**src/rtl/lsu_pkg.sv**
```systemverilog
// Shared definitions for the RV32I load/store memory controller:
// funct3 codes, response causes, FSM states and store-lane helpers.
package lsu_pkg;

    localparam logic [2:0] F3_LB  = 3'b000;
    localparam logic [2:0] F3_LH  = 3'b001;
    localparam logic [2:0] F3_LW  = 3'b010;
    localparam logic [2:0] F3_LBU = 3'b100;
    localparam logic [2:0] F3_LHU = 3'b101;
    localparam logic [2:0] F3_SB  = 3'b000;
    localparam logic [2:0] F3_SH  = 3'b001;
    localparam logic [2:0] F3_SW  = 3'b010;

    typedef enum logic [1:0] {
        CAUSE_NONE     = 2'd0,
        CAUSE_MISALIGN = 2'd1,
        CAUSE_TIMEOUT  = 2'd2,
        CAUSE_ILLEGAL  = 2'd3
    } cause_e;

    typedef enum logic [1:0] {
        S_IDLE   = 2'd0,
        S_ACCESS = 2'd1,
        S_RESP   = 2'd2
    } state_e;

    function automatic logic [3:0] store_strb(
        input logic [2:0] f3,
        input logic [1:0] lo
    );
        case (f3[1:0])
            2'b00:   return 4'b0001 << lo;
            2'b01:   return lo[1] ? 4'b1100 : 4'b0011;
            default: return 4'b1111;
        endcase
    endfunction

    function automatic logic [31:0] store_lanes(
        input logic [2:0]  f3,
        input logic [31:0] wdata
    );
        case (f3[1:0])
            2'b00:   return {4{wdata[7:0]}};
            2'b01:   return {2{wdata[15:0]}};
            default: return wdata;
        endcase
    endfunction

endpackage

```
**src/rtl/lsu_mem_ctrl_if.sv**
```systemverilog
// Core-side request/response bundle and word-aligned memory bus
// between the execute stage, the controller and data memory.
interface lsu_core_if;
    logic        req_valid;
    logic        req_ready;
    logic        req_we;
    logic [2:0]  req_func3;
    logic [31:0] req_addr;
    logic [31:0] req_wdata;
    logic        resp_valid;
    logic [31:0] resp_rdata;
    logic        resp_err;
    logic [1:0]  resp_cause;

    modport master (
        output req_valid, req_we, req_func3, req_addr, req_wdata,
        input  req_ready, resp_valid, resp_rdata, resp_err, resp_cause
    );
    modport slave (
        input  req_valid, req_we, req_func3, req_addr, req_wdata,
        output req_ready, resp_valid, resp_rdata, resp_err, resp_cause
    );
endinterface

interface lsu_mem_if;
    logic        mem_req;
    logic        mem_we;
    logic [31:0] mem_addr;
    logic [3:0]  mem_wstrb;
    logic [31:0] mem_wdata;
    logic        mem_ack;
    logic [31:0] mem_rdata;

    modport master (
        output mem_req, mem_we, mem_addr, mem_wstrb, mem_wdata,
        input  mem_ack, mem_rdata
    );
    modport slave (
        input  mem_req, mem_we, mem_addr, mem_wstrb, mem_wdata,
        output mem_ack, mem_rdata
    );
endinterface

```
**src/rtl/load_lane_extend.sv**
```systemverilog
// Selects the addressed byte/half of a loaded word and
// sign- or zero-extends it according to the load funct3.
module load_lane_extend
    import lsu_pkg::*;
(
    input  logic [1:0]  i_addr_lo,
    input  logic [2:0]  i_func3,
    input  logic [31:0] i_word,
    output logic [31:0] o_data
);

    logic [7:0]  w_byte;
    logic [15:0] w_half;

    always_comb begin
        w_byte = i_word[{i_addr_lo, 3'b000} +: 8];
        w_half = i_word[{i_addr_lo[1], 4'b0000} +: 16];
        case (i_func3)
            F3_LB:   o_data = {{24{w_byte[7]}}, w_byte};
            F3_LH:   o_data = {{16{w_half[15]}}, w_half};
            F3_LBU:  o_data = {24'h0, w_byte};
            F3_LHU:  o_data = {16'h0, w_half};
            default: o_data = i_word;
        endcase
    end

endmodule

```
**src/rtl/lsu_mem_ctrl.sv**
```systemverilog
// Load/store sequencer: validates a request, runs one req/ack memory
// transaction with a timeout, and returns a single response pulse.
module lsu_mem_ctrl
    import lsu_pkg::*;
#(
    parameter int unsigned TIMEOUT_CYCLES = 255
) (
    input logic        clk,
    input logic        rst_n,
    lsu_core_if.slave  core,
    lsu_mem_if.master  mem
);

    localparam int CW = (TIMEOUT_CYCLES > 1) ? $clog2(TIMEOUT_CYCLES) : 1;
    localparam logic [CW-1:0] TO_LAST = CW'(TIMEOUT_CYCLES - 1);

    state_e      r_state;
    logic        r_ready;
    logic        r_we;
    logic [2:0]  r_func3;
    logic [1:0]  r_addr_lo;
    logic [CW-1:0] r_cnt;
    logic        r_mem_req;
    logic        r_mem_we;
    logic [31:0] r_mem_addr;
    logic [3:0]  r_mem_wstrb;
    logic [31:0] r_mem_wdata;
    logic        r_resp_valid;
    logic [31:0] r_resp_rdata;
    logic        r_resp_err;
    cause_e      r_resp_cause;

    logic        w_legal;
    logic        w_misalign;
    logic        w_timeout;
    logic [31:0] w_ld_data;

    always_comb begin
        if (core.req_we)
            w_legal = core.req_func3 inside {F3_SB, F3_SH, F3_SW};
        else
            w_legal = core.req_func3 inside {F3_LB, F3_LH, F3_LW,
                                             F3_LBU, F3_LHU};
        w_misalign = (core.req_func3[1:0] == 2'b01 && core.req_addr[0]) ||
                     (core.req_func3[1:0] == 2'b10 &&
                      core.req_addr[1:0] != 2'b00);
        w_timeout = (TIMEOUT_CYCLES != 0) && (r_cnt == TO_LAST);
    end

    load_lane_extend u_ext (
        .i_addr_lo (r_addr_lo),
        .i_func3   (r_func3),
        .i_word    (mem.mem_rdata),
        .o_data    (w_ld_data)
    );

    always_ff @(posedge clk or negedge rst_n) begin
        if (!rst_n) begin
            r_state      <= S_IDLE;
            r_ready      <= 1'b1;
            r_we         <= 1'b0;
            r_func3      <= '0;
            r_addr_lo    <= '0;
            r_cnt        <= '0;
            r_mem_req    <= 1'b0;
            r_mem_we     <= 1'b0;
            r_mem_addr   <= '0;
            r_mem_wstrb  <= '0;
            r_mem_wdata  <= '0;
            r_resp_valid <= 1'b0;
            r_resp_rdata <= '0;
            r_resp_err   <= 1'b0;
            r_resp_cause <= CAUSE_NONE;
        end else begin
            // Response fields live for exactly one cycle.
            r_resp_valid <= 1'b0;
            r_resp_rdata <= '0;
            r_resp_err   <= 1'b0;
            r_resp_cause <= CAUSE_NONE;
            unique case (r_state)
                S_IDLE: begin
                    if (core.req_valid) begin
                        r_ready   <= 1'b0;
                        r_we      <= core.req_we;
                        r_func3   <= core.req_func3;
                        r_addr_lo <= core.req_addr[1:0];
                        r_cnt     <= '0;
                        if (!w_legal || w_misalign) begin
                            r_state      <= S_RESP;
                            r_resp_valid <= 1'b1;
                            r_resp_err   <= 1'b1;
                            r_resp_cause <= !w_legal ? CAUSE_ILLEGAL
                                                     : CAUSE_MISALIGN;
                        end else begin
                            r_state     <= S_ACCESS;
                            r_mem_req   <= 1'b1;
                            r_mem_we    <= core.req_we;
                            r_mem_addr  <= {core.req_addr[31:2], 2'b00};
                            r_mem_wstrb <= core.req_we ?
                                store_strb(core.req_func3,
                                           core.req_addr[1:0]) : 4'b0000;
                            r_mem_wdata <= core.req_we ?
                                store_lanes(core.req_func3,
                                            core.req_wdata) : 32'h0;
                        end
                    end
                end
                S_ACCESS: begin
                    if (mem.mem_ack || w_timeout) begin
                        r_state      <= S_RESP;
                        r_resp_valid <= 1'b1;
                        r_mem_req    <= 1'b0;
                        r_mem_we     <= 1'b0;
                        r_mem_addr   <= '0;
                        r_mem_wstrb  <= '0;
                        r_mem_wdata  <= '0;
                        // Ack wins over a coincident timeout.
                        if (mem.mem_ack) begin
                            r_resp_rdata <= r_we ? 32'h0 : w_ld_data;
                        end else begin
                            r_resp_err   <= 1'b1;
                            r_resp_cause <= CAUSE_TIMEOUT;
                        end
                    end else begin
                        r_cnt <= r_cnt + 1'b1;
                    end
                end
                S_RESP: begin
                    r_state <= S_IDLE;
                    r_ready <= 1'b1;
                end
                default: begin
                    r_state <= S_IDLE;
                    r_ready <= 1'b1;
                end
            endcase
        end
    end

    assign core.req_ready  = r_ready;
    assign core.resp_valid = r_resp_valid;
    assign core.resp_rdata = r_resp_rdata;
    assign core.resp_err   = r_resp_err;
    assign core.resp_cause = r_resp_cause;
    assign mem.mem_req     = r_mem_req;
    assign mem.mem_we      = r_mem_we;
    assign mem.mem_addr    = r_mem_addr;
    assign mem.mem_wstrb   = r_mem_wstrb;
    assign mem.mem_wdata   = r_mem_wdata;

endmodule

```
**src/flat_wrapper.sv**
```systemverilog
// flat-port wrapper written by rule: the top's interface ports become plain ports
module lsu_mem_ctrl_flat import lsu_pkg::*;
#(
    parameter int unsigned TIMEOUT_CYCLES = 255
)
  (clk, rst_n, core_req_valid, core_req_we, core_req_func3, core_req_addr, core_req_wdata, core_req_ready, core_resp_valid, core_resp_rdata, core_resp_err, core_resp_cause, mem_mem_req, mem_mem_we, mem_mem_addr, mem_mem_wstrb, mem_mem_wdata, mem_mem_ack, mem_mem_rdata);
  lsu_core_if core_i ();
  lsu_mem_if mem_i ();
  input logic clk;
  input logic rst_n;
  input wire logic [$bits(core_i.req_valid)-1:0] core_req_valid;
  input wire logic [$bits(core_i.req_we)-1:0] core_req_we;
  input wire logic [$bits(core_i.req_func3)-1:0] core_req_func3;
  input wire logic [$bits(core_i.req_addr)-1:0] core_req_addr;
  input wire logic [$bits(core_i.req_wdata)-1:0] core_req_wdata;
  output wire logic [$bits(core_i.req_ready)-1:0] core_req_ready;
  output wire logic [$bits(core_i.resp_valid)-1:0] core_resp_valid;
  output wire logic [$bits(core_i.resp_rdata)-1:0] core_resp_rdata;
  output wire logic [$bits(core_i.resp_err)-1:0] core_resp_err;
  output wire logic [$bits(core_i.resp_cause)-1:0] core_resp_cause;
  output wire logic [$bits(mem_i.mem_req)-1:0] mem_mem_req;
  output wire logic [$bits(mem_i.mem_we)-1:0] mem_mem_we;
  output wire logic [$bits(mem_i.mem_addr)-1:0] mem_mem_addr;
  output wire logic [$bits(mem_i.mem_wstrb)-1:0] mem_mem_wstrb;
  output wire logic [$bits(mem_i.mem_wdata)-1:0] mem_mem_wdata;
  input wire logic [$bits(mem_i.mem_ack)-1:0] mem_mem_ack;
  input wire logic [$bits(mem_i.mem_rdata)-1:0] mem_mem_rdata;
  assign core_i.req_valid = core_req_valid;
  assign core_i.req_we = core_req_we;
  assign core_i.req_func3 = core_req_func3;
  assign core_i.req_addr = core_req_addr;
  assign core_i.req_wdata = core_req_wdata;
  assign core_req_ready = core_i.req_ready;
  assign core_resp_valid = core_i.resp_valid;
  assign core_resp_rdata = core_i.resp_rdata;
  assign core_resp_err = core_i.resp_err;
  assign core_resp_cause = core_i.resp_cause;
  assign mem_mem_req = mem_i.mem_req;
  assign mem_mem_we = mem_i.mem_we;
  assign mem_mem_addr = mem_i.mem_addr;
  assign mem_mem_wstrb = mem_i.mem_wstrb;
  assign mem_mem_wdata = mem_i.mem_wdata;
  assign mem_i.mem_ack = mem_mem_ack;
  assign mem_i.mem_rdata = mem_mem_rdata;
  lsu_mem_ctrl #(.TIMEOUT_CYCLES(TIMEOUT_CYCLES)) u_core (.clk(clk), .rst_n(rst_n), .core(core_i), .mem(mem_i));
endmodule
```
**config.mk**
```make
export PLATFORM = sky130hd
export DESIGN_NAME = lsu_mem_ctrl_flat
export DESIGN_NICKNAME = d
export VERILOG_FILES = /design/src/rtl/lsu_pkg.sv /design/src/rtl/lsu_mem_ctrl_if.sv /design/src/rtl/load_lane_extend.sv /design/src/rtl/lsu_mem_ctrl.sv /design/src/flat_wrapper.sv
export SDC_FILE = /design/constraint.sdc
export NUM_CORES = 1
export LEC_CHECK = 0
export BUFFER_PORTS_ARGS = -buffer_cell sky130_fd_sc_hd__buf_2
export CAP_MARGIN = 20
export CORE_MARGIN = 2
export CORE_UTILIZATION = 44
export CTS_BUF_LIST = sky130_fd_sc_hd__clkbuf_16
export DETAILED_ROUTE_END_ITERATION = 8
export GPL_TIMING_DRIVEN = 0
export PLACE_DENSITY = 0.73
export SYNTH_ARGS = -nofsm -noshare
export SYNTH_HDL_FRONTEND = slang
export SYNTH_SLANG_ARGS = --single-unit
```
**constraint.sdc**
```tcl
create_clock -name clk -period 1.74 [get_ports clk]
set_input_delay 0.087 -clock clk [delete_from_list [all_inputs] [get_ports clk]]
set_output_delay 0.087 -clock clk [all_outputs]
set_load 0.02 [all_outputs]
```
-- Yosys cells after proc, flatten, opt, wreduce, memory -nomap -nowiden
Index checks and enable logic that the tools add are counted.
- flip-flop bits (word level): 123
- bits of input ports: 104
- output and inout port bits: 107
- logic and storage cells: 105
- add/sub/neg operators: 1
- equal/unequal tests: 15
- shift-type cells: 3
- mux-type cells: 51
- bitwise operators: 1
- reduce and logical (&&, ||, !) cells: 19
- operators with widths (cell ; number):
    two-way mux 32 bit ; 10
    case mux 32 bit (2 select lines) ; 3
    case mux 32 bit (4 select lines) ; 1
    indexed part select 32 x 6 -> 16 bit ; 1
    indexed part select 32 x 6 -> 8 bit ; 1
    two-way mux 4 bit ; 5
    two-way mux 2 bit ; 8
    two-way mux 8 bit ; 2
    case mux 4 bit (2 select lines) ; 2
    case mux 8 bit (2 select lines) ; 1
    equality test 3 bit (second input constant) ; 4
    two-way mux 1 bit ; 12
    case mux 1 bit (2 select lines) ; 5
    adder 8 x 1 -> 8 bit (second input constant) ; 1
    equality test 8 bit (second input constant) ; 1
    case mux 2 bit (2 select lines) ; 2
    equality test 3 x 1 -> 1 bit (second input constant) ; 2
    zero test 3 bit ; 2
    != test 2 bit (second input constant) ; 3
    AND reduction 2 bit ; 3
    nonzero test 5 bit ; 1
    equality test 2 x 1 -> 1 bit (second input constant) ; 2
    zero test 2 bit ; 2
    AND reduction 4 bit ; 1
    other kinds (11) ; 15

-- Depth between registers and ports, before layout
- word-level depth: 8
- gate-level depth with buffers: 8
- gate-level depth less buffers: 6

-- Modules after synthesis
A second synthesis with hierarchy kept.
- cell total of the unflattened synthesis: 495
- area total of the unflattened synthesis: 5590.4 um^2
- modules (own cells, without submodules) (module ; times used ; cells an instance ; area an instance (um^2) ; sequential area each (um^2)):
    lsu_mem_ctrl ; 1 ; 377 ; 4795.8 ; 3029.2
    load_lane_extend ; 1 ; 118 ; 794.5 ; 0.0

-- Worst setup path after synthesis
Ideal clock, no wire load.
- kind: reg2reg
- start point: register u_core.r_addr_lo[1]
- end point: register u_core.r_resp_rdata[10], in the netlist u_core.core.resp_rdata[10]
- setup time: 0.123 ns
- arrival: 1.535 ns
- required time: 1.617 ns
- setup slack: 0.082 ns
- cell stages (with the launch flop): 6
- buffers on the path: 1
- period minus slack after synthesis: 1.658 ns
- path through: dfrtp_1 -> mux4_2 -> and2_1 -> nor2b_1 -> clkbuf_1 -> o221a_2
- cells in the longest elaborated chain, start to end: 6
- elaborated cells between the ends (all ways): 7
- those cells by class: shift: 2; mux: 5
- ends and longest elaborated chain (item ; RTL line ; text):
    from (decl) ; lsu_mem_ctrl.sv:21 ; logic [1:0] r_addr_lo;
    from (signal assigned) ; lsu_mem_ctrl.sv:86 ; r_addr_lo <= core.req_addr[1:0];
    indexed part select 32 x 6 -> 16 bit or indexed part select 32 x 6 -> 8 bit (tied branches) ; load_lane_extend.sv:17, load_lane_extend.sv:16 ;
    case mux 32 bit (4 select lines) (*) ; load_lane_extend.sv:18 ; case (i_func3)
    two-way mux 32 bit (*) ; lsu_mem_ctrl.sv:119 ; r_resp_rdata <= r_we ? 32'h0 : w_ld_data;
    two-way mux 32 bit (*) ; lsu_mem_ctrl.sv:118 ; if (mem.mem_ack) begin
    two-way mux 32 bit (*) ; lsu_mem_ctrl.sv:109 ; if (mem.mem_ack || w_timeout) begin
    two-way mux 32 bit (*) ; lsu_mem_ctrl.sv:80 ; unique case (r_state)
    to (signal assigned) ; lsu_mem_ctrl.sv:119 ;
    to (decl) ; lsu_mem_ctrl.sv:29 ; logic [31:0] r_resp_rdata;
Mark *: on every way between the ends. The rest lies on a longest branch, timed or not.
A chain may end at the register's enable or synchronous reset.

-- Final worst setup path
- start point: register u_core.r_cnt[3]
- end point: register u_core.r_mem_wdata[18], in the netlist u_core.mem.mem_wdata[18]
- cells in the longest elaborated chain, start to end: 4
- ends and longest elaborated chain (item ; RTL line ; text):
    from (decl) ; lsu_mem_ctrl.sv:22 ; logic [CW-1:0] r_cnt;
    from (signal assigned) ; lsu_mem_ctrl.sv:125 ; r_cnt <= r_cnt + 1'b1;
    equality test 8 bit ; lsu_mem_ctrl.sv:47 ; w_timeout = (TIMEOUT_CYCLES != 0) && (r_cnt == TO_LAST);
    logical OR 1 bit ; lsu_mem_ctrl.sv:109 ;
    != test 2 x 1 -> 1 bit (no line) ; - ;
    AND reduction 4 bit (no line) ; - ;
    to (signal assigned) ; lsu_mem_ctrl.sv:102 ; r_mem_wdata <= core.req_we ?
    to (decl) ; lsu_mem_ctrl.sv:27 ; logic [31:0] r_mem_wdata;
No other way between the ends.

==> flow_metrics.env <==
export IMPL_ys_types=50
export IMPL_synth_edf_count=0
export IMPL_place_hpwl_um=10800
export IMPL_cts_root_buf="clkbuf_16"
export IMPL_grt_pass1_wl_um=26200
export IMPL_startpoint="u_core.r_cnt[3]$_DFFE_PN0P_"
export IMPL_core_area_sq_mm=0.0119
export IMPL_grt_overflow=0
export IMPL_grt_pass1_vias=5210
export IMPL_insertion_delay_ns=0.41
export IMPL_finalWirelength_um=16800
export IMPL_wl_per_cell_um=18.0
export IMPL_drt_iter0_markers=358
export IMPL_power_density_mw_per_mm2=1410
export IMPL_vias=4969
export IMPL_cts_sinks=121
export IMPL_path_max_fanout=10
export IMPL_grt_total_usage=0.261
export IMPL_holdWs_ns=0.0154
export IMPL_ys_ff_latch=121
export IMPL_place_congestion=0.843
export IMPL_remaining_drc_errors=0
export IMPL_dp_slack_ns=-0.143
export IMPL_synthToLayoutAreaGrowth_pct=54.2
export IMPL_max_slew_margin=0.408
export IMPL_yosysWarnings=0
export IMPL_synthTopCellsByCount="dfrtp_1 (120), nand2_1 (60), a22o_1 (46), mux2i_1 (32), o21ai_0 (26)"
export IMPL_ant_nets=0
export IMPL_io_pins=211
export IMPL_hold_class="in -> reg"
export IMPL_hold_violations=0
export IMPL_start_util=0.446
export IMPL_period_share=0.977
export IMPL_drive_gt1_frac=0.396
export IMPL_tightestPinTransition_ns=0.885
export IMPL_crit_path_top_delay_cell="dfrtp_1"
export IMPL_vdd_drop_max_v=0.000714
export IMPL_cts_made_buffers=17
export IMPL_r2r_cells=6
export IMPL_cp_end_kind="flip-flop"
export IMPL_cp_arrival_ns=1.98
export IMPL_fmax_mhz=588
export IMPL_dpl_cell_area_sq_mm=0.00657
export IMPL_total_leakage_power_nw=4.31
export IMPL_power_mw=11.6
export IMPL_antenna_found_initial=0
export IMPL_fin_tns_setup_ns=0
export IMPL_yosysMostFrequentCell="dfrtp_1"
export IMPL_setup_slack_ns=0.0398
export IMPL_grt_max_degree=64
export IMPL_status="complete, no violations"
export IMPL_crit_cells=6
export IMPL_cts_tree="built"
export IMPL_fin_skew_ns=0.0141
export IMPL_diodes=0
export IMPL_period_minus_slack_ns=1.70
export IMPL_max_cap_violations=0
export IMPL_numPortBuffers=206
export IMPL_cp_endpoint="u_core.mem.mem_wdata[18]$_DFFE_PN0P_"
export IMPL_clkTransAtPathRegs_ns=0.06
export IMPL_synth_cells=448
export IMPL_dr_pass1_iters=5
export IMPL_path_buf_inv=2
export IMPL_cp_required_ns=2.02
export IMPL_async_reset_ff_frac=1.00
export IMPL_rsz0062_at_grt="true"
export IMPL_start_kind="flip-flop"
export IMPL_synth_top_area_cell="dfrtp_1"
export IMPL_setup_violations=0
export IMPL_ys_seq_area_frac=0.570
export IMPL_synthFlopType="dfrtp_1"
export IMPL_htree_num_levels=4
export IMPL_synth_area_per_cell_sq_um=11.9
export IMPL_rows=40
export IMPL_die_w_um=114
export IMPL_clockBufferDepth=2
export IMPL_netlist_area_sq_mm=0.00532
export IMPL_synth_area_leaders="dfrtp_1 (56%), a22o_1 (7.6%), mux2i_1 (6.0%), nand2_1 (4.2%), o2bb2ai_1 (3.5%)"
export IMPL_maxSlewViolCount=0
export IMPL_cpPeakStageDelay_ns=0.42
export IMPL_ff2ff_setup_slack_ns=0.04
export IMPL_die_y_um=114
export IMPL_r2r_start="u_core.r_cnt[3]$_DFFE_PN0P_"
export IMPL_die_area_sq_mm=0.0130
export IMPL_crit_chain="nand4_1 > o21ai_4 > o211ai_4 > buf_6 > buf_8 > o2bb2ai_1"
export IMPL_synth_top_cell_area_share=0.565
export IMPL_viasPerCell=5.34
export IMPL_critical_path_top_delay_family="compound AO/OA/AOI/OAI gates"
export IMPL_path_class="reg -> reg"
export IMPL_fin_area_sq_mm=0.00819
export IMPL_r2r_end="u_core.mem.mem_wdata[18]$_DFFE_PN0P_"
export IMPL_nNetsFinal=876
==> flip-flops by register name, indices dropped and copies added (netlist names), 2 cells and up <==
signal                  count
u_core.r_state              2
u_core.core.resp_cause      2
u_core.mem.mem_wstrb        4
u_core.r_func3              3
u_core.r_cnt                8
u_core.mem.mem_addr        30
u_core.mem.mem_wdata       32
u_core.core.resp_rdata     32
u_core.r_addr_lo            2
==> how the worst min path moves through the flow <==
| stage | startpoint | slack, ns | end | depth (start not counted) |
|---|---|---|---|---|
| after CTS | core_req_wdata[24] | 0.003 | u_core.mem.mem_wdata[24]$_DFFE_PN0P_ | 4 |
| final | core_req_wdata[14] | 0.02 | u_core.mem.mem_wdata[14]$_DFFE_PN0P_ | 3 |
| after floorplan | rst_n | -0.21 | u_core.core.resp_cause[0]$_DFF_PN0_ | 0 |
| after global routing | core_req_wdata[14] | 0.01 | u_core.mem.mem_wdata[14]$_DFFE_PN0P_ | 3 |
| after detailed placement | rst_n | 0.09 | u_core.mem.mem_addr[16]$_DFFE_PN0P_ | 1 |
| after global placement | mem_mem_rdata[27] | 0.31 | u_core.core.resp_rdata[27]$_DFF_PN0_ | 3 |
==> area by class of cell <==
class,count,area (sq um)
sequential,121,3030
clock buffer,17,425
buffer,35,250
inverter,6,22.5
multi-input combinational,286,2130
fill,872,3720
timing repair buffer,303,2010
tap,147,184
clock inverter,15,143
==> cell usage in the layout (no fill, tap or decap), types with 5 or more instances in the layout <==
cell type	synthesis	final
buf_2	11	210
dfrtp_1	120	117
dlygate4sd3_1	0	86
nand2_1	60	60
a22o_1	46	46
mux2i_1	32	32
o21ai_0	26	26
o2bb2ai_1	21	21
clkbuf_16	0	17
a21oi_1	15	15
o221a_2	15	15
buf_4	3	13
nor2_1	12	12
buf_6	8	11
clkbuf_1	13	9
nor3b_1	8	7
inv_1	6	5
==> stage by stage <==
stage                     std cells  utilization
after floorplan                 449            -
after global placement          802        0.549
after detailed placement        803        0.551
after CTS                       925        0.680
after global routing            930        0.688
final                           930        0.688
==> where the power goes <==
part	total, mW	internal [mW]	leakage (nW)	switching (mW)
Combinational	4.13	1.68	2.43	2.45
Clock	3.36	1.99	0.269	1.37
Sequential	4.10	3.59	1.61	0.503
==> cells by family (layout without fill, tap and decap cells) <==
| group | after synthesis | in the layout | share of synthesized area |
|---|---|---|---|
| AOI/OAI and AO/OA | 139 | 139 | 0.207 |
| xor gates and xnor gates | 1 | 1 | 0.00165 |
| adders and majority gates | 2 | 2 | 0.00471 |
| buffers and inverters | 42 | 376 | 0.0459 |
| DFF | 121 | 121 | 0.570 |
| muxes | 33 | 33 | 0.0645 |
| other | 1 | 2 | 0.000706 |
| and+or+nand+nor | 109 | 109 | 0.105 |
==> per-layer routing <==
layer	GRT usage	routed length [um]	vias to the layer above
li1	-	-	2291
met1	0.288	6480	2408
met2	0.463	8560	234
met3	0.0903	1340	36
met4	0.0992	387	0
met5	0	0	-
==> worst register-to-register path: stages (launching register included) <==
cell,delay [ns]
dfrtp_1,0.42
nand4_1,0.24
o21ai_4,0.29
o211ai_4,0.17
buf_6,0.18
buf_8,0.14
o2bb2ai_1,0.14
==> timing repair <==
| item | 4_1_cts | 5_1_grt |
|---|---|---|
| gates cloned | 1 | 0 |
| endpoints found under the hold margin | 144 | 0 |
| endpoints found under the setup margin | 93 | 99 |
| buffers inserted | 3 | 5 |
| gates resized for setup | 15 | 22 |
| pin swaps | 2 | 4 |
| hold buffers | 87 | 0 |
No activity file was read; power rests on OpenSTA's default activity.
